<file path="src/rtl/acquisition_controller.sv">
// Capture sequencer for one MSO acquisition: fills the pre-trigger window,
// arms trigger_hub, waits for a real or auto-forced trigger, captures the
// post-trigger window into the circular sample buffer, then flags done.
//
//   state   | meaning
//   --------+--------------------------------------------------------------
//   S_IDLE  | waiting for start
//   S_PRE   | filling the pre-trigger window
//   S_ARMED | hub armed, writing circularly until trigger or auto timeout
//   S_POST  | filling the post-trigger window
//   S_DONE  | capture complete, addresses held until start/abort
module acquisition_controller #(
  parameter int ADDR_WIDTH    = 10,
  parameter int TIMEOUT_WIDTH = 16
) (
  input  logic                     clk,
  input  logic                     rst,
  input  logic                     start,
  input  logic                     abort,
  input  logic                     auto_mode,
  input  logic [ADDR_WIDTH-1:0]    pre_samples,
  input  logic [ADDR_WIDTH-1:0]    post_samples,
  input  logic [TIMEOUT_WIDTH-1:0] auto_timeout,
  input  logic                     sample_valid,
  input  logic                     trigger_state,
  output logic                     trig_arm,
  output logic                     trig_reset,
  output logic                     wr_en,
  output logic [ADDR_WIDTH-1:0]    wr_addr,
  output logic [ADDR_WIDTH-1:0]    trig_addr,
  output logic                     busy,
  output logic                     done,
  output logic                     forced
);

  typedef enum logic [2:0] {S_IDLE, S_PRE, S_ARMED, S_POST, S_DONE} state_t;

  state_t                   state_q, state_d;
  logic [ADDR_WIDTH-1:0]    wr_addr_q, wr_addr_d;
  logic [ADDR_WIDTH-1:0]    trig_addr_q, trig_addr_d;
  logic [ADDR_WIDTH-1:0]    cnt_q, cnt_d;
  logic [ADDR_WIDTH-1:0]    pre_q, pre_d;
  logic [ADDR_WIDTH-1:0]    post_q, post_d;
  logic [TIMEOUT_WIDTH-1:0] tmo_q, tmo_d;
  logic [TIMEOUT_WIDTH-1:0] timeout_q, timeout_d;
  logic                     done_q, done_d;
  logic                     forced_q, forced_d;
  logic                     trig_reset_q, trig_reset_d;

  logic                     write;
  logic [ADDR_WIDTH-1:0]    cnt_inc;
  logic [TIMEOUT_WIDTH-1:0] tmo_inc;
  logic                     timeout_hit;

  // State and datapath registers; reset lands immediately, even mid-capture.
  always_ff @(posedge clk or posedge rst) begin
    if (rst) begin
      state_q      <= S_IDLE;
      wr_addr_q    <= '0;
      trig_addr_q  <= '0;
      cnt_q        <= '0;
      pre_q        <= '0;
      post_q       <= '0;
      tmo_q        <= '0;
      timeout_q    <= '0;
      done_q       <= 1'b0;
      forced_q     <= 1'b0;
      trig_reset_q <= 1'b0;
    end else begin
      state_q      <= state_d;
      wr_addr_q    <= wr_addr_d;
      trig_addr_q  <= trig_addr_d;
      cnt_q        <= cnt_d;
      pre_q        <= pre_d;
      post_q       <= post_d;
      tmo_q        <= tmo_d;
      timeout_q    <= timeout_d;
      done_q       <= done_d;
      forced_q     <= forced_d;
      trig_reset_q <= trig_reset_d;
    end
  end

  // Next-state, counters and write strobe. A zero-length window spends its
  // single cycle without writing, so PRE/POST writes are gated on a nonzero count.
  always_comb begin
    state_d      = state_q;
    trig_addr_d  = trig_addr_q;
    cnt_d        = cnt_q;
    pre_d        = pre_q;
    post_d       = post_q;
    tmo_d        = tmo_q;
    timeout_d    = timeout_q;
    done_d       = done_q;
    forced_d     = forced_q;
    trig_reset_d = 1'b0;

    write = sample_valid & (((state_q == S_PRE)  && (pre_q  != '0)) ||
                             (state_q == S_ARMED) ||
                            ((state_q == S_POST) && (post_q != '0)));
    wr_addr_d   = write ? wr_addr_q + ADDR_WIDTH'(1) : wr_addr_q;
    cnt_inc     = cnt_q + ADDR_WIDTH'(1);
    tmo_inc     = tmo_q + TIMEOUT_WIDTH'(1);
    timeout_hit = auto_mode && (timeout_q != '0) && write && (tmo_inc == timeout_q);

    if (abort) begin
      state_d      = S_IDLE;
      trig_reset_d = 1'b1;
      done_d       = 1'b0;
    end else begin
      case (state_q)
        S_IDLE, S_DONE: begin
          if (start) begin
            pre_d        = pre_samples;
            post_d       = post_samples;
            timeout_d    = auto_timeout;
            wr_addr_d    = '0;
            cnt_d        = '0;
            tmo_d        = '0;
            forced_d     = 1'b0;
            done_d       = 1'b0;
            trig_reset_d = 1'b1;
            state_d      = S_PRE;
          end
        end
        S_PRE: begin
          if (pre_q == '0) begin
            state_d = S_ARMED;
          end else if (write) begin
            cnt_d = cnt_inc;
            if (cnt_inc == pre_q) state_d = S_ARMED;
          end
        end
        S_ARMED: begin
          if (write) tmo_d = tmo_inc;
          // trig_addr points at the first sample after the trigger-detect write.
          if (trigger_state || timeout_hit) begin
            state_d     = S_POST;
            trig_addr_d = wr_addr_d;
            cnt_d       = '0;
            forced_d    = !trigger_state;
          end
        end
        S_POST: begin
          if (post_q == '0) begin
            state_d      = S_DONE;
            done_d       = 1'b1;
            trig_reset_d = 1'b1;
          end else if (write) begin
            cnt_d = cnt_inc;
            if (cnt_inc == post_q) begin
              state_d      = S_DONE;
              done_d       = 1'b1;
              trig_reset_d = 1'b1;
            end
          end
        end
        default: state_d = S_IDLE;
      endcase
    end
  end

  // Output mapping.
  always_comb begin
    wr_en      = write;
    wr_addr    = wr_addr_q;
    trig_addr  = trig_addr_q;
    trig_arm   = (state_q == S_ARMED);
    busy       = (state_q == S_PRE) || (state_q == S_ARMED) || (state_q == S_POST);
    done       = done_q;
    forced     = forced_q;
    trig_reset = trig_reset_q;
  end

endmodule

</file>
<file path="config.mk">
export PLATFORM = sky130hd
export DESIGN_NAME = acquisition_controller
export DESIGN_NICKNAME = d
export VERILOG_FILES = /design/src/rtl/acquisition_controller.sv
export SDC_FILE = /design/constraint.sdc
export NUM_CORES = 1
export LEC_CHECK = 0
export ABC_CLOCK_PERIOD_IN_PS = 6500
export CAP_MARGIN = 20
export CORE_MARGIN = 1
export CORE_UTILIZATION = 40
export DETAILED_ROUTE_END_ITERATION = 8
export HOLD_SLACK_MARGIN = 0.06
export PLACE_DENSITY_LB_ADDON = 0.2
export SKIP_CTS_REPAIR_TIMING = 1
export SLEW_MARGIN = 15
export SYNTH_ARGS = -nofsm -noshare
export SYNTH_HDL_FRONTEND = slang
export SYNTH_SLANG_ARGS = --single-unit
</file>
<file path="constraint.sdc">
create_clock -name clk -period 6.5 [get_ports clk]
set_input_delay 0.975 -clock clk [delete_from_list [all_inputs] [get_ports clk]]
set_output_delay 0.975 -clock clk [all_outputs]
set_load 0.005 [all_outputs]
</file>
=== Word-level counts from Yosys, hierarchy flattened ===
Cells that the tools add are included.

* Register bits after elaboration: 88
* Input port bits: 43
* Output and inout bits: 26
* Word-level logic and storage cells: 99

* Add/subtract/negate cells: 3
* Equal/unequal tests: 18
* Mux-type cells: 37
* Bitwise gates (word level): 2
* Reductions and logical operators: 28

{| class="wikitable"
|+ Operators by type and width
! kind !! count
|-
| 2-to-1 mux 10 bit || 9
|-
| case mux 10 bit (4 select lines) || 1
|-
| 2-to-1 mux 16 bit || 2
|-
| case mux 16 bit (2 select lines) || 1
|-
| 2-to-1 mux 3 bit || 9
|-
| adder 10 x 1 -> 10 bit, second input constant || 2
|-
| == test 10 bit || 2
|-
| logical NOT 10 bit || 2
|-
| nonzero test 10 bit || 2
|-
| adder 16 x 1 -> 16 bit, second input constant || 1
|-
| == test 16 bit || 1
|-
| nonzero test 16 bit || 1
|-
| case mux 3 bit (4 select lines) || 1
|-
| AND reduction 4 bit || 3
|-
| AND reduction 6 bit || 2
|-
| 2-to-1 mux 1 bit || 11
|-
| inequality test 4 bit, second input constant || 2
|-
| == test 3 x 2 -> 1 bit, second input constant || 2
|-
| inequality test 2 bit, second input constant || 3
|-
| case mux 1 bit (2 select lines) || 3
|-
| AND reduction 3 bit || 2
|-
| logical AND 1 bit || 5
|-
| logical OR 1 bit || 5
|-
| inequality test 2 x 1 -> 1 bit, second input constant || 2
|-
| other kinds (14) || 14
|}

=== Logic depth before layout (Yosys ltp) ===
* Depth after elaboration: 11
* Depth in mapped cells: 11
* Mapped depth without buffers: 9

=== Worst setup path before layout ===
No wires, ideal clock.

* Path type: reg2out
* Start: register post_q[3]
* End: output wr_en
* Arrival: 1,687 ps
* Data required time: 5,525 ps
* Setup slack: 3,838 ps
* Stages on the path, launching flop included: 7
* Path buffers: 1
* Cell sequence: dfrtp_1 or4_4 nor4_4 a21oi_2 o21ai_4 inv_2 buf_6

* Longest elaborated chain between the ends: 4

{| class="wikitable"
|+ Ends and longest elaborated chain
! element !! RTL line !! text
|-
| from (decl) || 43 || <nowiki>logic [ADDR_WIDTH-1:0] post_q, post_d;</nowiki>
|-
| from (signal assigned) || 75 || <nowiki>post_q <= post_d;</nowiki>
|-
| nonzero test 10 bit || 100 || <nowiki>((state_q == S_POST) && (post_q != '0)));</nowiki>
|-
| logical AND 1 bit || 100 ||
|-
| logical OR 1 bit || 99 || <nowiki>(state_q == S_ARMED) ||</nowiki>
|-
| bitwise AND 1 bit || 98 || <nowiki>write = sample_valid & (((state_q == S_PRE) && (pre_q != '0)) ||</nowiki>
|-
| to (decl) || 28 || <nowiki>output logic wr_en,</nowiki>
|}

Every way passes these cells.

=== Final worst setup path ===
Ends and elaborated chain as after synthesis.

==> results.md <==
* Routed WL at 12.22 mm
* Met1 WL at 5.876 mm
* Reg area at 2202 um^2
* Number of global-route vias before repair at 4050
* Final setup fails at 0
* Initial Utilization at 0.4100
* Core Area at between 10000 and 15000 um^2
* Max Clk Rate at 272.5 MHz
* Final Hold Viols at 0
* GR Util All Layers at 0.1975
* Synth area leader: dfrtp_1
* Met3 Wirelength at about 560 um
* Initial antenna violation count at 0
* Worst min-delay path class: reg -> reg
* Total power at 0.002280 W
* Outcome: completed
* Share of the synthesized area in the top cell type at 0.4256
* Hold Path Origin: done$_DFFE_PP0P_
* Wire length per cell at 16.17 um
* Fin Hold WS at 0.5152 ns
* Layout Nets at 625
* CTS tree: done
* Drt pass-1 iters at 4
* Largest fanout on the critical path at 11
* Syn Std Cell Area at 5174 um^2
* Max Root-Sink Buffers at 2
* Vias at 4162
* Max_cap viols at 0
* Commonest cells after routing, fill and taps aside: dfrtp_1, clkdlybuf4s50_1, nor2_1
* Uppermost layer routed: met4
* Required time of the worst setup path at 5.52 ns
* Largest net degree at the start of global routing at between 50 and 60
* Multi-input logic area at 2778 um^2
* Reg-to-Reg End: trig_addr[7]$_DFFE_PP0P_
* P_int at approximately 0.0015 W
* CTS Buf Count at 9
* WS Path Type: reg -> out
* Yosys warnings at 0
* Clock slew at reported path FFs at roughly 0.06 ns
* Die area at 13390 um^2
* PortBufs at 68
* Yosys reg bits at 88
* Post-synth EDFFs at 0
* Crit end category: primary output
* Final period utilization at 0.5645
* Worst R2R Path Depth at 10
* CP startpoint kind: register
* Reg2reg start: tmo_q[0]$_DFFE_PP0P_
* Combinational group share of total power at 0.366
* RSZ-0062 raised after global routing: no
* Switch share at 0.3617
* Max_slew headroom at 0.4564
* Psw at 0.0008248 W
* Rows at 41
* Flop-to-flop setup slack at 3.30 ns
* ANT nets after route at 0
* Fill cells at about 1200
* First-pass GRT wire length at slightly above 20 mm
* Skew-Pair Late Insertion Delay at 0.34 ns
* Gpl congestion at just over 0.8
* Setup TNS Final at 0 ns
* Final min period at 3.670 ns
* Util after Layout at 0.4981
* Die X-Extent at between 100 and 150 um
* Cell count after synthesis at 528
* Die H at ~120 um
* Syn nets at 574
* Post-synthesis sequential area ratio at 0.4256
* Asr flop ratio synth at 1.000
* CTS HTree Levels at 3
* Commonest non-fill, non-tap cell in the layout: dfrtp_1
* Fin. max-slew vios at 0
* CP arrival at ~2.7 ns
* Met2 wire length at 5.559 mm
* Unique masters post-synth at 65
* Layout cell share with drive strength beyond 1 at 0.1438
* Area growth syn-to-layout at 21.50%
* Clk sinks at 88
* Avg Inst Size Synth at 9.799 um^2
* Clock power frac at 0.226
* # DRC at 0
* ANT cells at 0
* Hpwl dp at approximately 9 mm
* Vias per cell at between 5 and 6
* Clock skew at 0.008173 ns
* Ys flop type: dfrtp_1
* Sequential power share at 0.408
* GRT overflow at 0
* Top cells by area, synth: dfrtp_1, mux2_2, xnor2_1
* PwrDens at 362.7 nW/um^2
* Hold path endpoint: done$_DFFE_PP0P_
* Slew of the pin with the lowest slew margin at 0.8086 ns
* Hold Path Stages at 2
* Leak at 2.522 nW
* Boundary Pins at 69
* Peak supply drop at between 0.15 and 0.2 mV
* CTS root buffer: clkbuf_16
* Starting DRT DRC Count at 302
[critical path, cell delays in order, from the launching register on]
cell,delay [ns]
dfrtp_1,0.40
or4_4,0.55
nor4_4,0.30
a21oi_2,0.12
o21ai_4,0.28
inv_2,0.21
clkdlybuf4s50_1,0.49
[area by class of cell]
| cell class | instances | share of cell area |
|---|---|---|
| clock buffers | 13 | 0.04459 |
| inverters | 13 | 0.007962 |
| multi-input cells | 394 | 0.4419 |
| flip-flops and latches | 88 | 0.3503 |
| well taps | 172 | 0.03424 |
| repair buffers | 73 | 0.1174 |
| clock inverters | 3 | 0.003583 |
[how the worst max path moves through the flow]
stage | start | to | slack [ns] | depth (start not counted)
3_5_place_dp | auto_mode | trig_addr[7]$_DFFE_PP0P_ | 2.90 | 7
5_1_grt | post_q[3]$_DFFE_PP0P_ | wr_en | 2.70 | 6
2_1_floorplan | rst | cnt_q[0]$_DFFE_PP0P_ | 3.25 | 1
3_3_place_gp | auto_mode | trig_addr[6]$_DFFE_PP0P_ | 2.97 | 7
4_1_cts | post_q[3]$_DFFE_PP0P_ | wr_en | 2.79 | 6
6_report | post_q[3]$_DFFE_PP0P_ | wr_en | 2.83 | 6
[power by group through the flow]
| stage | logic [W] | registers (W) | clock network, W |
|---|---|---|---|
| final | 0.000834 | 0.000930 | 0.000516 |
| after floorplan | 0.000634 | 0.000859 | 0 |
| after CTS | 0.000837 | 0.000932 | 0.000532 |
| after detailed placement | 0.000833 | 0.000940 | 0 |
| after global routing | 0.000923 | 0.000960 | 0.000551 |
| after global placement | 0.000811 | 0.000935 | 0 |
[sequential cells by signal, indices dropped and copies added, names as in the netlist, 3 cells and up]
register,count
post_q,10
pre_q,10
cnt_q,10
tmo_q,16
timeout_q,16
trig_addr,10
state_q,3
wr_addr,10
[per-stage QoR]
stage                     cells  instance area, um^2  worst slack, ns
after floorplan             528                 5174            3.246
after global routing        756                 6286            2.698
after global placement      738                 5948            2.969
after CTS                   755                 6279            2.794
after detailed placement    739                 5976            2.904
final                       756                 6286            2.831
[layer usage]
| layer | up-vias | track usage |
|---|---|---|
| met5 | - | 0 |
| met4 | 0 | 0.08376 |
| met3 | 18 | 0.03452 |
| met2 | 104 | 0.3046 |
| met1 | 2056 | 0.2742 |
| li1 | 1984 | - |
[synth_stat cells (4+ instances only)]
master,n
a21oi_1,15
and3_1,8
buf_2,11
clkbuf_1,20
dfrtp_1,88
inv_1,12
mux2_2,36
mux2_4,4
mux2i_1,13
nand2_1,39
nand2b_1,4
nand3_1,18
nand4_1,7
nor2_1,43
nor2b_1,4
nor3_1,19
nor4_1,10
o21a_1,5
o21ai_0,24
o21ai_1,13
o22a_1,5
o31ai_1,7
or3_1,4
xnor2_1,35
xor2_1,20
[logic make-up after synthesis]
group | count (synthesis) | share of synthesized area
and+or+nand+nor | 185 | 0.1944
xor gates and xnor gates | 55 | 0.09311
muxes | 53 | 0.1151
DFF | 88 | 0.4256
AOI/OAI and AO/OA | 97 | 0.1236
buffers and inverters | 46 | 0.03893
adders and majority gates | 4 | 0.009191
Power figures use the tool's default switching activity.
